`config.mk`:
```
export PLATFORM = sky130hd
export DESIGN_NAME = ram_arbiter
export DESIGN_NICKNAME = d
export VERILOG_FILES = /design/src/rtl/ram_arb_pkg.sv /design/src/rtl/rr_arb2.sv /design/src/rtl/ram_arbiter.sv
export SDC_FILE = /design/constraint.sdc
export NUM_CORES = 1
export LEC_CHECK = 0
export ABC_AREA = 1
export BUFFER_PORTS_ARGS = -buffer_cell sky130_fd_sc_hd__buf_2
export CORE_ASPECT_RATIO = 1.5
export CORE_UTILIZATION = 30
export DETAILED_ROUTE_END_ITERATION = 10
export PLACE_DENSITY = 0.54
export SLEW_MARGIN = 20
export SYNTH_ARGS = -nofsm -noshare
export SYNTH_HDL_FRONTEND = slang
export SYNTH_SLANG_ARGS = --single-unit
```
`constraint.sdc`:
```
create_clock -name clk -period 2 [get_ports clk]
set_input_delay 0.2 -clock clk [delete_from_list [all_inputs] [get_ports clk]]
set_output_delay 0.2 -clock clk [all_outputs]
set_load 0.005 [all_outputs]
```
`src/rtl/ram_arb_pkg.sv`:
```
// Shared types and constants for the two-requester RAM arbiter.
package ram_arb_pkg;

    typedef enum logic {
        IDLE   = 1'b0,
        ACCESS = 1'b1
    } state_t;

    localparam logic REQ_A = 1'b0;
    localparam logic REQ_B = 1'b1;

    localparam int DEF_DATA_W = 14;
    localparam int DEF_ADDR_W = 12;
    localparam int DEF_DEPTH  = 144;

endpackage

```
`src/rtl/rr_arb2.sv`:
```
// Two-way round-robin grant: under contention the requester not granted last wins.
module rr_arb2
    import ram_arb_pkg::*;
(
    input  logic       req_a,
    input  logic       req_b,
    input  logic       last_grant,
    output logic [1:0] grant
);

    always_comb begin
        // NOTE: default first so every path assigns grant and no latch is inferred.
        grant = 2'b00;
        if (req_a && req_b) begin
            grant = (last_grant == REQ_A) ? 2'b10 : 2'b01;
        end else if (req_a) begin
            grant = 2'b01;
        end else if (req_b) begin
            grant = 2'b10;
        end
    end

endmodule

```
`src/rtl/ram_arbiter.sv`:
```
// Round-robin arbiter/sequencer giving requesters A and B alternating access
// to a single-port RAM with combinational read data; rejects addresses >= DEPTH.
module ram_arbiter
    import ram_arb_pkg::*;
#(
    parameter int DATA_W = DEF_DATA_W,
    parameter int ADDR_W = DEF_ADDR_W,
    parameter int DEPTH  = DEF_DEPTH
) (
    input  logic              clk,
    input  logic              rst_n,
    input  logic              a_req,
    input  logic              a_we,
    input  logic [ADDR_W-1:0] a_addr,
    input  logic [DATA_W-1:0] a_wdata,
    output logic              a_ack,
    output logic              a_rvalid,
    output logic [DATA_W-1:0] a_rdata,
    input  logic              b_req,
    input  logic              b_we,
    input  logic [ADDR_W-1:0] b_addr,
    input  logic [DATA_W-1:0] b_wdata,
    output logic              b_ack,
    output logic              b_rvalid,
    output logic [DATA_W-1:0] b_rdata,
    output logic [DATA_W-1:0] ram_data,
    output logic [ADDR_W-1:0] ram_address,
    output logic              ram_wren,
    output logic              ram_rden,
    input  logic [DATA_W-1:0] ram_q,
    output logic              busy,
    output logic              err
);

    localparam logic [ADDR_W-1:0] LAST_ADDR = ADDR_W'(DEPTH - 1);

    state_t            state;
    logic              owner;
    logic              last_grant;
    logic              we_q;
    logic              oor_q;
    logic [ADDR_W-1:0] addr_q;
    logic [DATA_W-1:0] wdata_q;
    logic [1:0]        grant;

    logic              sel_we;
    logic [ADDR_W-1:0] sel_addr;
    logic [DATA_W-1:0] sel_wdata;
    logic              sel_in_range;

    rr_arb2 u_rr_arb2 (
        .req_a      (a_req),
        .req_b      (b_req),
        .last_grant (last_grant),
        .grant      (grant)
    );

    assign sel_we       = grant[1] ? b_we    : a_we;
    assign sel_addr     = grant[1] ? b_addr  : a_addr;
    assign sel_wdata    = grant[1] ? b_wdata : a_wdata;
    assign sel_in_range = (sel_addr <= LAST_ADDR);

    // The RAM port is driven straight from the command registers so it holds while idle.
    assign ram_address = addr_q;
    assign ram_data    = wdata_q;

    always_ff @(posedge clk or negedge rst_n) begin
        if (!rst_n) begin
            state      <= IDLE;
            owner      <= REQ_A;
            last_grant <= REQ_B;
            we_q       <= 1'b0;
            oor_q      <= 1'b0;
            addr_q     <= '0;
            wdata_q    <= '0;
            a_ack      <= 1'b0;
            b_ack      <= 1'b0;
            a_rvalid   <= 1'b0;
            b_rvalid   <= 1'b0;
            a_rdata    <= '0;
            b_rdata    <= '0;
            ram_wren   <= 1'b0;
            ram_rden   <= 1'b0;
            busy       <= 1'b0;
            err        <= 1'b0;
        end else begin
            // NOTE: non-blocking assignments so every register updates from pre-edge values.
            a_ack    <= 1'b0;
            b_ack    <= 1'b0;
            a_rvalid <= 1'b0;
            b_rvalid <= 1'b0;
            err      <= 1'b0;
            case (state)
                IDLE: begin
                    if (grant != 2'b00) begin
                        owner    <= grant[1] ? REQ_B : REQ_A;
                        we_q     <= sel_we;
                        addr_q   <= sel_addr;
                        wdata_q  <= sel_wdata;
                        oor_q    <= !sel_in_range;
                        a_ack    <= grant[0];
                        b_ack    <= grant[1];
                        ram_wren <= sel_in_range && sel_we;
                        ram_rden <= sel_in_range && !sel_we;
                        busy     <= 1'b1;
                        state    <= ACCESS;
                    end
                end
                ACCESS: begin
                    ram_wren   <= 1'b0;
                    ram_rden   <= 1'b0;
                    busy       <= 1'b0;
                    last_grant <= owner;
                    err        <= oor_q;
                    if (!we_q) begin
                        if (owner == REQ_B) begin
                            b_rvalid <= 1'b1;
                            b_rdata  <= oor_q ? '0 : ram_q;
                        end else begin
                            a_rvalid <= 1'b1;
                            a_rdata  <= oor_q ? '0 : ram_q;
                        end
                    end
                    state <= IDLE;
                end
                default: state <= IDLE;
            endcase
        end
    end

endmodule

```
## After elaboration in Yosys (flattened, before gate mapping)

Index checks and enable logic that the tools add are counted.
W data, S select, Z words.

| operators by class | value |
|---|---|
| $lt $le $gt $ge | 1 |
| eq/ne operators | 1 |
| muxes and demuxes | 28 |
| bitwise operators | 3 |
| reductions and logical operators | 9 |

Operator list:

| operator | number |
|---|---|
| $mux W14 | 2 |
| $mux W1 | 17 |
| $le A12 B8 Y1 const B | 1 |
| $mux W12 | 1 |
| $mux W2 | 4 |
| $pmux W1 S2 | 4 |
| $reduce_and A3 Y1 | 2 |
| $logic_and A1 B1 Y1 | 3 |
| $not A1 Y1 | 3 |
| $logic_not A1 Y1 | 2 |
| $ne A2 B2 Y1 const B | 1 |
| $reduce_and A2 Y1 | 1 |
| $reduce_bool A2 Y1 | 1 |

| storage, ports and cells | value |
|---|---|
| flip-flop bits (word level) | 67 |
| output and inout bits | 62 |
| word-level logic and storage cells | 59 |

## Longest topological paths before layout

Gate-level depths: netlist of run 1.

| depth | value |
|---|---|
| word-level depth | 8 |
| depth in mapped cells | 10 |
| mapped depth without buffers | 9 |

## By module

From an unflattened synthesis of run 1, not the netlist that was laid out.

| second synthesis, totals | value |
|---|---|
| cell total of the unflattened synthesis | 310 |
| area, all modules | 2966.6 sq um |

Modules (own cells, without submodules):

| module | instances | cells each | area an instance (sq um) | sequential area each (sq um) |
|---|---|---|---|---|
| ram_arbiter | 1 | 305 | 2945.3 | 1677.9 |
| rr_arb2 | 1 | 5 | 21.3 | 0.0 |

## Worst setup path before layout of run 1

No wires, ideal clock.

| path | value |
|---|---|
| path kind | register to register |
| from | register last_grant |
| to | register wdata_q[4] (netlist: ram_data[4]) |
| arrival | 1224 ps |
| data required time | 1868 ps |
| path slack | 644 ps |
| cell stages (with the launch flop) | 7 |
| buffers on the path | 2 |
| period minus slack after synthesis | 1356 ps |
| path through | dfstp_2 nand2_2 nand2_4 buf_8 buf_6 mux2i_1 o21ai_1 |

| on the way | value |
|---|---|
| word-level cells in the longest chain between the ends | 4 |
| elaborated cells on any way between the ends | 5 |

RTL lines:

| element | line | source |
|---|---|---|
| from (decl) | ram_arbiter.sv:39 | `logic last_grant;` |
| from (signal assigned) | ram_arbiter.sv:113 | `last_grant <= owner;` |
| $mux W2 (*) | rr_arb2.sv:15 | `grant = (last_grant == REQ_A) ? 2'b10 : 2'b01;` |
| $mux W2 (*) | rr_arb2.sv:14 | `if (req_a && req_b) begin` |
| $reduce_bool A2 Y1 | ram_arbiter.sv:95 | `if (grant != 2'b00) begin` |
| $reduce_and A2 Y1 (no line) | -- |  |
| to (signal assigned) | ram_arbiter.sv:99 | `wdata_q <= sel_wdata;` |
| to (decl) | ram_arbiter.sv:43 | `logic [DATA_W-1:0] wdata_q;` |

Mark *: on every way between the ends. The rest lies on a longest branch, timed or not.
A chain may end at the register's enable or synchronous reset.

## Worst setup path in the final report of run 1

| path | value |
|---|---|
| from | register last_grant |
| to | register wdata_q[10] (netlist: ram_data[10]) |

The elaborated chain is that of the path after synthesis.

==> summary.txt, run 1 <==
Synth
  • Gate count of the mapped netlist: 285
  • YS warnings: 0
  • Syn_nets: 357
  • Seq/Total Area, Yosys: 54.9%
  • Synth Area in Simple Gates: 13.9%
  • Mux share of post-synthesis cell area: 17.3%
  • Combinational family with the most area after synthesis: multiplexers
  • Post-synthesis xor/xnor area fraction: 0%
  • Synth Cell Area: 3060 um2
  • Synth Area in Adders: 0%
  • Register bit total from synthesis: 67
  • Syn avg cell area: 10.7 um2
  • Synth Area in Compound Gates: 5.20%
  • Synth unique cells: 28

Pwr
  • Static leakage power: 2.31 nW
  • Sw Pwr: 1.90 mW
  • Combinational Power Share: 34.2%
  • Pwr Total: 5.92 mW
  • VDD IR-drop max: 634 uV
  • Sequential power share: 39.8%
  • Int Power: 4.02 mW
  • Clock power frac: 26.0%
  • Power per standard cell area: 1450 nW/um2
  • Switching part of the total: 32.1%

Routing
  • DR top layer: met4
  • Met1 WL: 3010 um
  • Met2 Routed Length: 3420 um
  • Vias per cell: 4.38
  • 1st-iter DRT viols: 54
  • Number of nets with antenna violations after routing: 0
  • Post-DR wirelength/cell: 12.9 um
  • DR WL met3: 436 um
  • TritonRoute pass-1 iters: 9
  • Final wirelength: 6980 um
  • DRC: 8
  • Via Count: 2365

Floorplanning
  • Initial Util: 31.2%
  • # IOs: 134
  • Row count: 44
  • Die height: 126 um
  • Core area: 9800 um2
  • Die area: 10600 um2
  • Die X: 84.4 um

CTS
  • CTS Hold Bufs: 1
  • Max Root-Sink Buffers: 2
  • CTS clk-pin slew, worst paths: 0.05 ns
  • H-tree levels: 3
  • Resized Gates After CTS: 0
  • Root Driver: clkbuf_16
  • Later-pin clock latency in the skew report: 0.32 ns
  • Post-CTS setup repair buffer count: 0
  • Clock sink count: 67
  • CTS tree: done
  • Cts bufs inserted: 9

Global route
  • Vias in the first global route: 2357
  • Pin count of the biggest net entering global routing: 39
  • Initial antenna violation count: 0
  • Gr usage total: 14.0%
  • First-pass GRT wire length: 11700 um
  • Gr ovfl total: 0

STA
  • Worst Max-Slew Pin Slew: 0.594 ns
  • Endpoints failing setup: 0
  • Setup TNS: 0 ns
  • Hold Fails Final Rpt: 0
  • Hold_ws: 0.139 ns
  • RSZ-0062 raised after global routing: false
  • Fin. max-slew vios: 0
  • Final worst-path cycle share: 80.5%
  • Clk_skew: 0.00396 ns
  • Fmax: 621 MHz
  • Max_slew headroom: 60.4%
  • Min cycle time layout: 1.61 ns

Flow run
  • Total of max-cap violations: 0

Status
  • Outcome: complete, but fails checks
  • Failing checks: design-rule violations

Layout
  • Fillers: 987
  • FF+latch area: 1680 um2
  • Final nets: 492
  • N_diodes: 0
  • Share of layout cells above drive strength 1: 44.2%
  • Finished Cell Area: 4090 um2
  • Area of the multi-input gates: 1120 um2
  • Area delta synth->final: 33.9%

Setup path
  • Worst Path Required: 2.21 ns
  • Worst Path Buf+Inv: 1
  • CP peak stage delay: 0.53 ns
  • Crit path max fanout: 18
  • Crit. End Element: flip-flop
  • Setup CP Type: reg2reg
  • Crit path max-delay family: flip-flops
  • Critical path cell sequence: nand2_2, nand2_4, buf_4, mux2i_1, o21ai_1
  • Critical Path AT: 1.82 ns
  • CP max-delay cell: dfstp_2
  • Critical path startpoint category: flip-flop

Placement
  • Routability Congestion: 0.762
  • DP Area: 3790 um2
  • Detailed Place HPWL: 5130 um
  • I/O Buffers: 133

Min path
  • Worst hold path class: in2reg
-- cell usage in the layout, fill, tap and decap left out, types with 5 or more instances in the layout --
master and count:
mux2_2 19, inv_1 28, buf_2 133, nand3b_1 6
o21ai_1 18, dfrtp_1 66, nor2_1 17, mux2i_1 18
nand2_1 63, mux2_4 9, o21ai_0 9, nand3_1 5
clkbuf_16 9
-- kinds of logic after synthesis --
group                  count (synthesis)
flip-flops                            67
AO/OA/AOI/OAI                         30
AND/OR/NAND/NOR                       97
multiplexers                          46
buffers and inverters                 45
-- tightest hold or removal path: stages --
cell and delay, ns:
buf_2 0.11, inv_1 0.06, a211oi_1 0.05
-- final cells by class --
| type | count | area share (%) |
|---|---|---|
| Sequential cell | 67 | 41.0 |
| Inverter | 30 | 2.81 |
| Tap cell | 115 | 3.52 |
| Multi-Input combinational cell | 173 | 27.3 |
| Timing Repair Buffer | 139 | 18.3 |
| Clock buffer | 14 | 6.21 |
| Clock inverter | 2 | 0.856 |
-- per-layer routing --
layer | global-route usage (%) | vias to the layer above
li1 | - | 1181
met1 | 17.5 | 1084
met2 | 22.9 | 91
met3 | 4.03 | 9
met4 | 5.68 | 0
met5 | 0 | -
-- flip-flops by register name, indices dropped and copies added (netlist names), 12 cells and up --
signal	cells
a_rdata	14
b_rdata	14
ram_address	12
ram_data	14
-- per-stage QoR --
stage,setup slack (ns),std cells,utilization [%]
final,0.390,540,41.8
after global routing,0.262,540,41.8
after CTS,0.384,540,41.8
after detailed placement,0.386,523,38.7
after global placement,0.425,523,38.7
after floorplan,0.644,285,-
-- synthesized netlist by cell type --
master | n | share of area, %
nor2_4 | 1 | 0.37
buf_8 | 1 | 0.49
dfrtp_1 | 66 | 54
nor3_4 | 1 | 0.53
inv_2 | 1 | 0.12
buf_12 | 1 | 0.66
nand2_2 | 1 | 0.20
mux2_4 | 9 | 4.4
o21ai_1 | 18 | 2.9
buf_6 | 7 | 2.6
o21a_1 | 1 | 0.25
mux2_2 | 19 | 7.0
nand3b_1 | 6 | 1.5
buf_4 | 3 | 0.74
o21ai_2 | 1 | 0.29
clkbuf_1 | 2 | 0.25
nand2_1 | 64 | 7.9
nor2_2 | 1 | 0.20
nand3_1 | 5 | 0.82
a211oi_1 | 1 | 0.25
inv_4 | 1 | 0.20
mux2i_1 | 18 | 5.9
o21ai_0 | 9 | 1.5
nand2_4 | 1 | 0.37
buf_2 | 1 | 0.16
nor2_1 | 17 | 2.1
inv_1 | 28 | 3.4
dfstp_2 | 1 | 0.86
-- power by group through the flow --
stage / Clock (mW) / Sequential [mW] / Combinational (mW)
floorplan: 0 / 2.35 / 1.30
global placement: 0 / 2.37 / 2.03
detailed placement: 0 / 2.38 / 2.07
CTS: 1.61 / 2.37 / 2.07
global route: 1.66 / 2.45 / 2.29
finish: 1.54 / 2.35 / 2.03
-- path summary, 6_finish.rpt --
kind	from	end	slack [ns]	depth (start not counted)
max reg2reg	last_grant$_DFFE_PN1P_	ram_data[10]$_DFFE_PN0P_	0.39	5
min reg2reg	busy$_DFFE_PN0P_	busy$_DFFE_PN0P_	0.47	2
max in group asynchronous	rst_n	b_rdata[11]$_DFFE_PN0P_	1.00	3
min	a_req	a_ack$_DFF_PN0_	0.14	3
max	last_grant$_DFFE_PN1P_	ram_data[10]$_DFFE_PN0P_	0.39	5
min in group asynchronous	rst_n	oor_q$_DFFE_PN0P_	0.44	2
No activity file was read; power rests on OpenSTA's default activity.
==> inputs of run 2 (changes only) <==
==> constraint.sdc (replaced) <==
create_clock -name clk -period 1.53 [get_ports clk]
set_input_delay 0.153 -clock clk [delete_from_list [all_inputs] [get_ports clk]]
set_output_delay 0.153 -clock clk [all_outputs]
set_load 0.005 [all_outputs]
==> run 2 against run 1 <==
  * Cell count up 0.93%
  * Count of clock-buffer cells in the layout unchanged
  * The flow still finishes with violations (design-rule violations)
  * Largest cell class unchanged
  * Largest power group unchanged
  * Global-route usage about the same
  * Sequential share of layout area decreased by 1.1 points
  * Via count rose by 1.5%
  * First-iteration DRC count down 35%
==> summary.txt, run 2 (synthesis gave the netlist of run 1 again) <==
Status
  • Outcome: complete, but fails checks
  • Failing checks: design-rule violations

CTS
  • CTS clk-pin slew, worst paths: 0.05 ns (about the same)
  • H-tree levels: 3 (unchanged)
  • Root Driver: clkbuf_16
  • CTS tree: done
  • Max Root-Sink Buffers: 2 (unchanged)
  • Clock sink count: 67 (unchanged)
  • Cts bufs inserted: 9 (unchanged)
  • Later-pin clock latency in the skew report: 0.32 ns (about the same)

STA
  • Max_slew headroom: 65.5% (+5.1 points)
  • Setup TNS: 0 ns (unchanged)
  • Clk_skew: 0.00571 ns (+0.00176 ns)
  • Final worst-path cycle share: 90.1% (+9.6 points)
  • Hold Fails Final Rpt: 0 (unchanged)
  • Setup ws final: 0.152 ns (-0.238 ns)
  • Min cycle time layout: 1.38 ns (-0.232 ns)
  • RSZ-0062 raised after global routing: false
  • Fmax: 726 MHz (+17%)
  • Worst Max-Slew Pin Slew: 0.517 ns (-0.0766 ns)
  • Endpoints failing setup: 0 (unchanged)
  • Fin. max-slew vios: 0 (unchanged)

Routing
  • Final wirelength: 6810 um (-2.4%)
  • 1st-iter DRT viols: 35 (-35%)
  • Vias per cell: 4.40 (+0.55%)
  • TritonRoute pass-1 iters: 7 (-2)
  • DRC: 16 (+8)
  • Via Count: 2400 (+1.5%)
  • Post-DR wirelength/cell: 12.5 um (-3.3%)
  • Number of nets with antenna violations after routing: 0 (unchanged)

Global route
  • Gr usage total: 14.0% (about the same)
  • Initial antenna violation count: 0 (unchanged)
  • Gr busiest metal: met2
  • M3 GR Usage: 3.89% (-0.13 points)
  • Gr ovfl total: 0 (unchanged)
  • First-pass GRT wire length: 11600 um (-0.42%)
  • Pin count of the biggest net entering global routing: 44 (+13%)
  • Vias in the first global route: 2486 (+5.5%)
  • Met2 usage: 23.7% (+0.77 points)
  • Met1 Use GR: 16.5% (-1.0 points)

Floorplanning
  • Core area: 9800 um2 (unchanged)
  • Die area: 10600 um2 (unchanged)
  • Initial Util: 31.2% (unchanged)
  • Row count: 44 (unchanged)
  • # IOs: 134 (unchanged)
  • Die X: 84.4 um (unchanged)
  • Die height: 126 um (unchanged)

Layout
  • Final nets: 498 (+1.2%)
  • N_diodes: 0 (unchanged)
  • Most common cell after layout, fill and taps aside: buf_2
  • Most frequent cells in the layout: buf_2, dfrtp_1, nand2_1, inv_1, mux2_2
  • Area delta synth->final: 37.8%
  • Post-layout util: 43.0% (+1.2 points)
  • Share of layout cells above drive strength 1: 45.6% (+1.3 points)

Setup path
  • Critical path startpoint category: flip-flop
  • Worst R2R Setup Slack: 0.15 ns (-0.24 ns)
  • Setup CP Type: reg2reg
  • Crit. End Element: flip-flop
  • Critical Path AT: 1.59 ns (-0.23 ns)
  • Crit path max fanout: 8 (-10)
  • Worst Path Required: 1.74 ns (-0.47 ns)

Pwr
  • Static leakage power: 2.36 nW (+2.3%)
  • Power per standard cell area: 1900 nW/um2 (+32%)
  • VDD IR-drop max: 630 uV (-0.56%)
  • Pwr Total: 8.02 mW (+35%)

Min path
  • Worst hold path class: in2reg

Placement
  • Routability Congestion: 0.728 (-4.5%)
  • I/O Buffers: 133 (unchanged)
  • Detailed Place HPWL: 5180 um (+0.95%)
  • Post-Place Setup Slack: 0.114 ns (-0.272 ns)

Flow run
  • Total of max-cap violations: 0 (unchanged)
==> run 2: cell types whose count changed in the layout (fill, tap and decap cells not counted), sizes merged <==
cell and change:
clkinv -1, buf +6
==> run 2: layout make-up <==
| type | count | area [um2] |
|---|---|---|
| clock buffer | 14 | 284 |
| tap | 115 | 144 |
| timing repair buffer | 145 | 833 |
| inverter | 30 | 115 |
| fill | 997 | 5590 |
| clock inverter | 1 | 30.0 |
| multi-input combinational | 173 | 1120 |
| sequential | 67 | 1680 |
==> run 2: what timing repair did <==
item,in CTS,in global routing
setup buffers,0,0
setup endpoints to repair,0,1
endpoints found under the hold margin,16,0
resized for setup,0,1
hold buffers,1,0
==> run 2: worst max-delay path, stage by stage (launching register included) <==
cell	delay [ns]
dfstp_2	0.53
nand2_2	0.10
buf_4	0.18
nand3_1	0.07
nand2_1	0.07
nand3_1	0.09
nand2_1	0.09
nand3_1	0.09
nand2_1	0.05
==> run 2: path summary, 6_finish.rpt <==
check | depth (start not counted) | startpoint | endpoint
setup / recovery | 8 | last_grant$_DFFE_PN1P_ | ram_wren$_DFFE_PN0P_
hold / removal | 3 | b_wdata[4] | ram_data[4]$_DFFE_PN0P_
setup reg to reg | 8 | last_grant$_DFFE_PN1P_ | ram_wren$_DFFE_PN0P_
hold reg to reg | 2 | busy$_DFFE_PN0P_ | busy$_DFFE_PN0P_
max in group asynchronous | 3 | rst_n | b_rdata[11]$_DFFE_PN0P_
min in group asynchronous | 2 | rst_n | ram_address[6]$_DFFE_PN0P_
==> run 2: layer usage <==
layer / vias to the layer above / part of all wire, % / wire length [um]
met2: 93 / 49 / 3300
met3: 10 / 6.8 / 461
li1: 1207 / - / -
met4: 0 / 1.9 / 129
met5: - / 0 / 0
met1: 1090 / 43 / 2910
==> run 2: per-stage QoR <==
| step | area, um2 | hold WS, ns | cells |
|---|---|---|---|
| 2_1_floorplan | 3060 | -0.143 | 285 |
| 3_3_place_gp | 3880 | 0.157 | 529 |
| 3_5_place_dp | 3880 | 0.163 | 529 |
| 4_1_cts | 4200 | 0.0810 | 545 |
| 5_1_grt | 4210 | 0.102 | 545 |
| 6_report | 4210 | 0.0951 | 545 |
==> run 2: power breakdown <==
part	leakage [nW]	switching (mW)	internal, mW
Combinational	1.36	1.38	1.50
Clock	0.155	0.692	1.43
Sequential	0.848	0.426	2.58
Total	2.36	2.50	5.51
==> inputs of run 3 (changes only) <==
--- a/config.mk
+++ b/config.mk
@@ -8,9 +8,9 @@
 export ABC_AREA = 1
 export BUFFER_PORTS_ARGS = -buffer_cell sky130_fd_sc_hd__buf_2
 export CORE_ASPECT_RATIO = 1.5
-export CORE_UTILIZATION = 30
+export CORE_UTILIZATION = 47
 export DETAILED_ROUTE_END_ITERATION = 10
-export PLACE_DENSITY = 0.54
+export PLACE_DENSITY = 0.78
 export SLEW_MARGIN = 20
 export SYNTH_ARGS = -nofsm -noshare
 export SYNTH_HDL_FRONTEND = slang
==> run 3 against run 2 <==
  * The flow now finishes without violations
  * Cell count fell by 8.1%
  * Sequential share of layout area rose by 2.4 points
  * Register-to-register slack got worse by 0.02 ns
  * Maximum frequency fell by 1.6%
  * Highest routed layer unchanged
  * First-iteration DRC count rose by 91%
  * Critical path depth rose by 1
==> summary.txt, run 3 (synthesis gave the netlist of run 1 again) <==
Floorplanning
  • Initial Util: 49.1% (+18 points)
  • Die X: 67.8 um (-20%)
  • Die area: 6830 um2 (-36%)
  • # IOs: 134 (unchanged)
  • Die height: 101 um (-20%)
  • Core area: 6220 um2 (-37%)
  • Row count: 35 (-20%)

STA
  • Clk_skew: 0.00711 ns (+0.00140 ns)
  • Fmax: 714 MHz (-1.6%)
  • Worst Max-Slew Pin Slew: 0.350 ns (-0.168 ns)
  • Hold Fails Final Rpt: 0 (unchanged)
  • Max_slew headroom: 76.7% (+11 points)
  • Min cycle time layout: 1.40 ns (+0.0219 ns)
  • Endpoints failing setup: 0 (unchanged)
  • Fin. max-slew vios: 0 (unchanged)
  • Setup TNS: 0 ns (unchanged)
  • Final worst-path cycle share: 91.5% (+1.4 points)
  • RSZ-0062 raised after global routing: false

Setup path
  • Worst Path Buf+Inv: 0 (-1)
  • Crit path max-delay family: simple AND/OR/NAND/NOR gates
  • Crit path max fanout: 14 (+6)
  • Most numerous cell on the critical path: nand2_1
  • Critical path startpoint category: flip-flop
  • Worst R2R Setup Slack: 0.13 ns (-0.02 ns)
  • Worst Reg2Reg Path Length in Cells: 9 (+1)
  • CP max-delay cell: dfstp_2
  • R2r startpoint: last_grant$_DFFE_PN1P_
  • Critical path cell sequence: nand2_2, nand2_4, nand2_1, nand2_1, nand2_1, nor2_2, nand2_1, nand2_1, nand2_1
  • Critical Path AT: 1.62 ns (+0.03 ns)
  • FF-to-FF End: oor_q$_DFFE_PN0P_
  • Worst Path Required: 1.75 ns (about the same)
  • Setup CP Type: reg2reg
  • Crit. End Element: flip-flop
  • CP peak stage delay: 0.54 ns (about the same)
  • Critical path origin: last_grant$_DFFE_PN1P_

CTS
  • Max Root-Sink Buffers: 2 (unchanged)
  • Root Driver: clkbuf_8
  • Cts bufs inserted: 9 (unchanged)
  • Clock sink count: 67 (unchanged)
  • CTS tree: done
  • Resized Gates After CTS: 0 (unchanged)
  • Later-pin clock latency in the skew report: 0.33 ns (about the same)
  • CTS clk-pin slew, worst paths: 0.07 ns (+0.02 ns)
  • CTS Hold Bufs: 1 (unchanged)
  • Post-CTS setup repair buffer count: 0 (unchanged)
  • H-tree levels: 3 (unchanged)

Pwr
  • Power per standard cell area: 1790 nW/um2 (-6.0%)
  • Sequential power share: 42.4% (+4.9 points)
  • Static leakage power: 2.27 nW (-3.6%)
  • Sw Pwr: 2.40 mW (-3.9%)
  • VDD IR-drop max: 797 uV (+27%)
  • Int Power: 4.71 mW (-15%)
  • Switching part of the total: 33.8% (+2.6 points)
  • Clock power frac: 17.6% (-8.9 points)
  • Combinational Power Share: 40.0% (+4.0 points)

Routing
  • Vias per cell: 4.85 (+10%)
  • Number of nets with antenna violations after routing: 0 (unchanged)
  • Via Count: 2428 (+1.2%)
  • Post-DR wirelength/cell: 12.7 um (+1.7%)
  • Final wirelength: 6360 um (-6.5%)
  • 1st-iter DRT viols: 67 (+91%)
  • TritonRoute pass-1 iters: 4 (-3)
  • DRC: 0 (-16)

Layout
  • Fin cells: 501 (-8.1%)
  • Share of layout cells above drive strength 1: 45.0% (-0.62 points)
  • N_diodes: 0 (unchanged)
  • Most common cell after layout, fill and taps aside: buf_2
  • Most frequent cells in the layout: buf_2, dfrtp_1, nand2_1, inv_1, mux2_2
  • Area delta synth->final: 30.0%
  • Final nets: 496 (-0.40%)

Placement
  • Detailed Place HPWL: 4710 um (-9.2%)
  • I/O Buffers: 133 (unchanged)
  • Inst Count DP: 486 (-8.1%)
  • Routability Congestion: 0.772 (+6.1%)

Status
  • Outcome: completed

Min path
  • Hold_sp: a_req
  • Hold depth: 3 (unchanged)
  • Worst hold path class: in2reg
  • Min-Delay Endpoint: a_ack$_DFF_PN0_

Global route
  • First-pass GRT wire length: 10300 um (-12%)
  • Pin count of the biggest net entering global routing: 68 (+55%)
  • Gr ovfl total: 0 (unchanged)
  • Initial antenna violation count: 0 (unchanged)
  • Gr usage total: 20.1% (+6.0 points)
  • Vias in the first global route: 2408 (-3.1%)

Flow run
  • Total of max-cap violations: 0 (unchanged)
==> run 3: through the flow <==
| step | utilization (%) | setup WS (ns) | hold WS, ns | power [mW] | cell area (um2) |
|---|---|---|---|---|---|
| after floorplan | - | 0.174 | -0.143 | 4.76 | 3060 |
| after global placement | 61.0 | 0.187 | 0.197 | 5.82 | 3790 |
| after detailed placement | 61.0 | 0.135 | 0.202 | 5.93 | 3790 |
| after CTS | 63.9 | 0.133 | 0.0646 | 7.22 | 3970 |
| after global routing | 63.9 | 0.000547 | 0.0907 | 7.70 | 3970 |
| final | 63.9 | 0.130 | 0.0860 | 7.11 | 3970 |
==> run 3: how the worst max path moves through the flow <==
| stage | slack (ns) | to | depth (start not counted) |
|---|---|---|---|
| finish | 0.13 | oor_q$_DFFE_PN0P_ | 9 |
| global route | 0.0005 | oor_q$_DFFE_PN0P_ | 9 |
| CTS | 0.13 | oor_q$_DFFE_PN0P_ | 9 |
| detailed placement | 0.13 | oor_q$_DFFE_PN0P_ | 9 |
| global placement | 0.19 | oor_q$_DFFE_PN0P_ | 9 |
| floorplan | 0.17 | ram_data[4]$_DFFE_PN0P_ | 6 |
==> run 3: power groups by stage <==
| stage | Sequential, mW | Clock [mW] | Combinational, mW |
|---|---|---|---|
| after detailed placement | 3.04 | 0 | 2.89 |
| after global routing | 3.12 | 1.37 | 3.21 |
| after global placement | 3.01 | 0 | 2.81 |
| final | 3.02 | 1.26 | 2.84 |
| after CTS | 3.02 | 1.30 | 2.89 |
| after floorplan | 3.07 | 0 | 1.70 |
==> run 3: area by class of cell <==
type,instances,area (um2)
Fill cell,499,2250
Timing Repair Buffer,143,806
Clock inverter,2,12.5
Inverter,30,115
Multi-Input combinational cell,173,1110
Sequential cell,67,1680
Tap cell,74,92.6
Clock buffer,12,155
==> run 3: metal layers <==
metal	wire [um]	global-route usage, %	share of wire, %
met1	2760	22.7	43
met5	0	0	0
met3	426	6.00	6.7
met2	3120	35.0	49
met4	57	6.73	0.90
==> run 3: worst reg2reg max path, stage by stage (launching register included) <==
cell and delay (ns):
dfstp_2 0.54, nand2_2 0.07, nand2_4 0.16, nand2_1 0.08, nand2_1 0.09, nand2_1 0.07, nor2_2 0.12, nand2_1 0.07
nand2_1 0.06, nand2_1 0.05
